`src/rtl/dct_pkg.sv`:
```
// Shared definitions for the first-stage DCT butterfly scheduler.
package dct_pkg;

    // Controller states: load samples, run the butterfly ops, hand results out.
    typedef enum logic [1:0] {
        IDLE,
        COMPUTE,
        DRAIN
    } state_t;

    // Number of add/sub ops in one pass (4 pairs x sum/difference).
    localparam int unsigned NUM_OPS = 8;

    // Butterfly pair table indexed by pair p: (A, B) = (0,7), (4,1), (6,2), (5,3).
    // Packed with element 0 in the least-significant slot.
    localparam logic [3:0][2:0] PAIR_A = {3'd5, 3'd6, 3'd4, 3'd0};
    localparam logic [3:0][2:0] PAIR_B = {3'd3, 3'd2, 3'd1, 3'd7};

endpackage

```
`src/rtl/bfly_addsub.sv`:
```
// Combinational signed adder/subtractor shared by all butterfly ops.
module bfly_addsub #(
    parameter int unsigned W = 17
) (
    input  logic signed [W-1:0] a,
    input  logic signed [W-1:0] b,
    input  logic                addOrSub,
    output logic signed [W-1:0] result
);

    // 0 selects A+B, 1 selects A-B; operands are pre-extended so no overflow.
    always_comb begin
        result = addOrSub ? (a - b) : (a + b);
    end

endmodule

```
`src/rtl/dct_bfly_sched.sv`:
```
// First-stage 8-point DCT butterfly scheduler: one shared add/sub, 8 ops per pass,
// results drained in index order over a valid/ready handshake.
module dct_bfly_sched
    import dct_pkg::*;
#(
    parameter int unsigned N = 16
) (
    input  logic         clk,
    input  logic         reset,
    input  logic         wr,
    input  logic [2:0]   add,
    input  logic [N-1:0] data_in,
    input  logic         start,
    output logic         busy,
    output logic         out_valid,
    input  logic         out_ready,
    output logic [2:0]   out_idx,
    output logic [N:0]   data_out,
    output logic         done
);

    state_t       state_q, state_d;
    logic [2:0]   op_q;
    logic [2:0]   drain_q;
    logic         done_q;
    logic [N-1:0] samples [8];
    logic [N:0]   results [8];

    logic [2:0]   idx_a, idx_b;
    logic [N:0]   op_a, op_b, op_res;
    logic         last_op, last_accept;

    // Operand selection driven by the op counter; k[0] picks subtraction.
    always_comb begin
        idx_a   = PAIR_A[op_q[2:1]];
        idx_b   = PAIR_B[op_q[2:1]];
        op_a    = {samples[idx_a][N-1], samples[idx_a]};
        op_b    = {samples[idx_b][N-1], samples[idx_b]};
        last_op = (op_q == 3'(NUM_OPS - 1));
        last_accept = (state_q == DRAIN) && out_ready && (drain_q == 3'(NUM_OPS - 1));
    end

    bfly_addsub #(
        .W (N + 1)
    ) u_addsub (
        .a        (op_a),
        .b        (op_b),
        .addOrSub (op_q[0]),
        .result   (op_res)
    );

    // Next-state logic; start is only honoured in IDLE.
    always_comb begin
        state_d = state_q;
        case (state_q)
            IDLE:    if (start) state_d = COMPUTE;
            COMPUTE: if (last_op) state_d = DRAIN;
            DRAIN:   if (last_accept) state_d = IDLE;
            default: state_d = IDLE;
        endcase
    end

    // State register.
    always_ff @(posedge clk) begin
        if (reset) state_q <= IDLE;
        else       state_q <= state_d;
    end

    // Sample file: writes only land while idle, so a running pass is never disturbed.
    always_ff @(posedge clk) begin
        if (reset) begin
            for (int i = 0; i < int'(NUM_OPS); i++) samples[i] <= '0;
        end else if (wr && (state_q == IDLE)) begin
            samples[add] <= data_in;
        end
    end

    // Result file and op counter; the counter wraps back to 0 after the last op.
    always_ff @(posedge clk) begin
        if (reset) begin
            for (int i = 0; i < int'(NUM_OPS); i++) results[i] <= '0;
            op_q <= '0;
        end else if (state_q == COMPUTE) begin
            results[op_q] <= op_res;
            op_q          <= op_q + 3'd1;
        end
    end

    // Drain counter advances on each accepted word and wraps to 0 after index 7.
    always_ff @(posedge clk) begin
        if (reset)                              drain_q <= '0;
        else if ((state_q == DRAIN) && out_ready) drain_q <= drain_q + 3'd1;
    end

    // Done pulses in the first idle cycle after the final handshake.
    always_ff @(posedge clk) begin
        if (reset) done_q <= 1'b0;
        else       done_q <= last_accept;
    end

    // Output decode; data_out is forced to zero outside DRAIN.
    always_comb begin
        busy      = (state_q != IDLE);
        out_valid = (state_q == DRAIN);
        out_idx   = drain_q;
        data_out  = (state_q == DRAIN) ? results[drain_q] : '0;
        done      = done_q;
    end

endmodule

```
`config.mk`:
```
export PLATFORM = sky130hd
export DESIGN_NAME = dct_bfly_sched
export DESIGN_NICKNAME = d
export VERILOG_FILES = /design/src/rtl/dct_pkg.sv /design/src/rtl/bfly_addsub.sv /design/src/rtl/dct_bfly_sched.sv
export SDC_FILE = /design/constraint.sdc
export NUM_CORES = 1
export LEC_CHECK = 0
export CORE_MARGIN = 3
export CORE_UTILIZATION = 35
export DETAILED_ROUTE_END_ITERATION = 8
export PLACE_DENSITY = 0.58
export SYNTH_ARGS = -nofsm -noshare
export SYNTH_HDL_FRONTEND = slang
export SYNTH_SLANG_ARGS = --single-unit
```
`constraint.sdc`:
```
create_clock -name clk -period 4.85 [get_ports clk]
set_input_delay 0.485 -clock clk [delete_from_list [all_inputs] [get_ports clk]]
set_output_delay 0.485 -clock clk [all_outputs]
set_load 0.01 [all_outputs]
```
==> flow_results.org <==
** Worst setup path
- Worst setup path category :: flop to flop
- Worst R2R Start :: op_q[2]$_SDFFE_PP0N_
- The worst setup path is captured at a flop.
- Worst path arrival time :: 4.75 ns
- Element type at the critical path start :: flop
- Data on the critical path is required at its endpoint by 5.11 ns.
- Origin of the worst setup path :: op_q[2]$_SDFFE_PP0N_
- Maximum fanout count along the critical path :: 8

** Floorplan
- The die covers 39900 um2.
- Vertical extent of the die :: 200 um
- I/O pin cnt :: 47
- The floorplan step defined a core boundary enclosing 36800 um2.
- For this configuration, the core starts out at a cell density of 35.7%.
- The floorplan has 70 rows.
- Width of the die :: 200 um

** Final layout
- Number of fill cells :: 3381
- Area growth from synthesis to layout :: 15.5%
- Layout Utilization :: 41.3%
- Diode insertion count for antenna repair :: 0
- In the final design database the tool counted 1039 nets.
- Fraction of final layout cells sized beyond drive strength 1 :: 15.7%

** Clocking
- Maximum buffer depth of the clock tree :: 3
- CTS saw 276 sinks.
- For the worst-skew pair, the clock arrives at the later sink with an insertion delay of 0.54 ns.
- After clock tree synthesis, the clock-pin slew on the worst setup and hold paths is 0.07 ns.
- Once the clock tree was built, the setup fixing pass inserted 0 buffers.
- The tree is rooted in a sky130_fd_sc_hd__clkbuf_16.
- Clock tree from TritonCTS :: done
- In this run the number of H-tree levels came out at 1.
- After clock tree synthesis, the flow added hold-fix buffers numbering 0.
- Resized Gates After CTS :: 0
- Number of buffers added by the clock tree synthesis step :: 29

** Synthesis
- In the synthesized netlist the dominant register cell turns out to be sky130_fd_sc_hd__edfxtp_1.
- Netlist area before placement :: 13100 um2
- Synthesis instantiated 51 different standard cells from the library.
- Synth Net Count :: 976
- A synthesized cell averages 14.1 um2.
- Flip-flop and latch count after synthesis :: 276
- By area the synthesized netlist is led by sky130_fd_sc_hd__edfxtp_1 60%, sky130_fd_sc_hd__mux4_2 9.8%, sky130_fd_sc_hd__and2_1 6.1%.
- After synthesis, the share of flip-flops with an asynchronous set or reset is 0%.
- The share of synthesized area in the top cell type comes to 60.3%.
- Post-synthesis sequential area ratio :: 62.1%
- Yosys top cell by area :: sky130_fd_sc_hd__edfxtp_1
- The cell count after synthesis came out at 930.
- Count of warnings emitted by yosys :: 0
- Number of synthesized flops with an enable pin :: 264

** Routing
- Before antenna repair, the detailed router went through 5 iterations.
- Post-DR wirelength/cell :: 20.6 um
- Number of vias after detailed routing :: 7584
- Dividing the detail-routed via count by the number of cells gives 5.13.
- After the first detailed-routing iteration, the DRC count stood at 605.
- Drt total wl :: 30.4 mm
- Remaining DRCs :: 0
- The detail route stage leaves a number of antenna-violating nets equal to 0.

** Global routing
- After global routing, the most crowded layer is met2.
- Pin count of the biggest net entering global routing :: 38
- Number of antenna violations at the first check in global routing :: 0
- Total gr overflow :: 0
- Wire length of the first global-routing pass :: 47.5 mm
- For this run, global-route usage on met2 was measured as 27.2%.
- Global Route Usage Sum :: 15.7%
- The number of global-route vias before repair was 7960.
- Met1 Use GR :: 21.0%
- For met3 alone, demand over resource in global routing was 1.85%.

** Timing
- For the final database, setup skew stands at 0.0108 ns.
- Once routing completed, OpenROAD measured the worst setup slack at 0.356 ns.
- Setup violations remaining at the end of the flow were counted as 0.
- Timing would allow up to 223 MHz.
- Headroom to the max-slew limit came out at 26.3%.
- Final cycle utilization of the critical path :: 92.7%
- Final period demand of the worst path :: 4.49 ns
- Final number of max-transition violations :: 0
- Endpoints failing hold :: 0
- RSZ-0062 raised after global routing :: false
- Fin Hold WS :: 0.464 ns
- After routing, the total negative slack on setup checks comes to 0 ns.
- At the pin with the least slew margin, the transition time is 1.10 ns.

** Placement
- Post-Place Setup Slack :: 0.470 ns
- Total of buffers placed on input and output ports :: 46
- After legalization and detailed placement, the total HPWL measured 19.2 mm.
- At the end of routability-driven placement, the weighted congestion stood at 0.790.

** Power
- Power spread over the standard cell area amounts to 380 nW/um2.
- Summed over all cells, the static leakage comes to 5.38 nW.
- Across the VDD grid, the largest voltage drop is 234 uV.
- Power comes to 0.00577 W.

** Hold path
- The min-delay analysis places its worst path in the category flop to flop.
- In this run the most critical hold path is launched from state_q[1]$_SDFFE_PP0P_.

** Run
- Max-cap violations in this run came to 0.

** Outcome
- Outcome :: completed
==> metal layers <==
layer  share of wire (%)  vias up
met3                 5.1       54
met5                   0        -
met4                 2.5        0
met2                  49      202
met1                  43     3758
li1                    -     3570
==> synth_stat cells (all sizes together) (5+ instances only) <==
cell type and number:
edfxtp 264, nor2 148, and2 128, mux4 65, clkbuf 29, nand2 26, a21oi 24, mux2i 23
ha 21, nor3 21, nor3b 21, xnor2 18, o21ai 16, buf 15, inv 13, nand2b 13
or2 13, dfxtp 12, a21o 11, xor2 8, nand3 5, nor2b 5, o2111ai 5, o21a 5
==> worst paths after layout <==
| check | to | slack, ns | depth (start not counted) |
|---|---|---|---|
| worst max-delay path | results[0][14]$_SDFFCE_PN0P_ | 0.36 | 15 |
| worst min-delay path | state_q[0]$_SDFFE_PP0P_ | 0.46 | 1 |
| worst max register to register | results[0][14]$_SDFFCE_PN0P_ | 0.36 | 15 |
| worst min register to register | state_q[0]$_SDFFE_PP0P_ | 0.46 | 1 |
==> cell families after synthesis <==
kind of cell             after synthesis  share of synthesized area [%]
buffers and inverters                 58                           1.74
AND/OR/NAND/NOR                      385                           15.2
flip-flops                           276                           62.1
AO/OA/AOI/OAI                         74                           3.86
multiplexers                          89                           13.2
adder cells (fa/ha/maj)               22                           2.15
XOR/XNOR                              26                           1.73
==> per-stage QoR <==
stage               std cells  cell area [um2]
finish                   1479            15200
global route             1479            15200
CTS                      1479            15200
detailed placement       1430            14300
global placement         1430            14300
floorplan                 930            13100
==> critical path, stage by stage (launching register included) <==
cell                        delay, ns
sky130_fd_sc_hd__dfxtp_2         0.43
sky130_fd_sc_hd__mux4_1          0.64
sky130_fd_sc_hd__inv_1           0.09
sky130_fd_sc_hd__ha_1            0.22
sky130_fd_sc_hd__o2111ai_1       0.25
sky130_fd_sc_hd__a21oi_1         0.23
sky130_fd_sc_hd__nor2_1          0.07
sky130_fd_sc_hd__xnor2_1         0.17
sky130_fd_sc_hd__ha_1            0.39
sky130_fd_sc_hd__o21ai_0         0.12
sky130_fd_sc_hd__a21oi_1         0.18
sky130_fd_sc_hd__o41ai_1         0.10
sky130_fd_sc_hd__o21ai_0         0.41
sky130_fd_sc_hd__o2111ai_1       0.23
sky130_fd_sc_hd__a21boi_1        0.56
sky130_fd_sc_hd__nor3_1          0.13
==> sequential cells by signal, indices dropped and copies added, names as in the netlist, named ones only <==
register  flops
state_q       2
done          1
samples     128
op_q          3
out_idx       3
results     136
==> area by class of cell <==
type	count	area, um2	share of cell area [%]
Clock buffer	33	741	4.88
Sequential cell	276	8170	53.8
Tap cell	468	586	3.86
Inverter	14	52.6	0.346
Multi-Input combinational cell	596	4750	31.3
Clock inverter	16	186	1.23
Timing Repair Buffer	76	698	4.60
==> power breakdown <==
group | switching [W] | internal (W)
logic | 0.000506 | 0.000293
registers | 0.0000354 | 0.00272
clock network | 0.000911 | 0.00130
total | 0.00145 | 0.00431
==> placed cells by master, fill, tap and decap left out, types with 10 or more instances in the layout <==
cell type / count
sky130_fd_sc_hd__xnor2_1: 18
sky130_fd_sc_hd__ha_1: 21
sky130_fd_sc_hd__nor3b_1: 21
sky130_fd_sc_hd__nor3_1: 21
sky130_fd_sc_hd__buf_4: 29
sky130_fd_sc_hd__a21oi_1: 16
sky130_fd_sc_hd__nand2_1: 26
sky130_fd_sc_hd__a21o_1: 10
sky130_fd_sc_hd__mux2i_1: 23
sky130_fd_sc_hd__and2_1: 128
sky130_fd_sc_hd__inv_1: 13
sky130_fd_sc_hd__or2_2: 13
sky130_fd_sc_hd__clkdlybuf4s50_1: 46
sky130_fd_sc_hd__edfxtp_1: 264
sky130_fd_sc_hd__nor2_1: 148
sky130_fd_sc_hd__mux4_2: 57
sky130_fd_sc_hd__clkbuf_16: 29
sky130_fd_sc_hd__o21ai_0: 15
sky130_fd_sc_hd__nand2b_1: 13
Power figures use the tool's default switching activity.
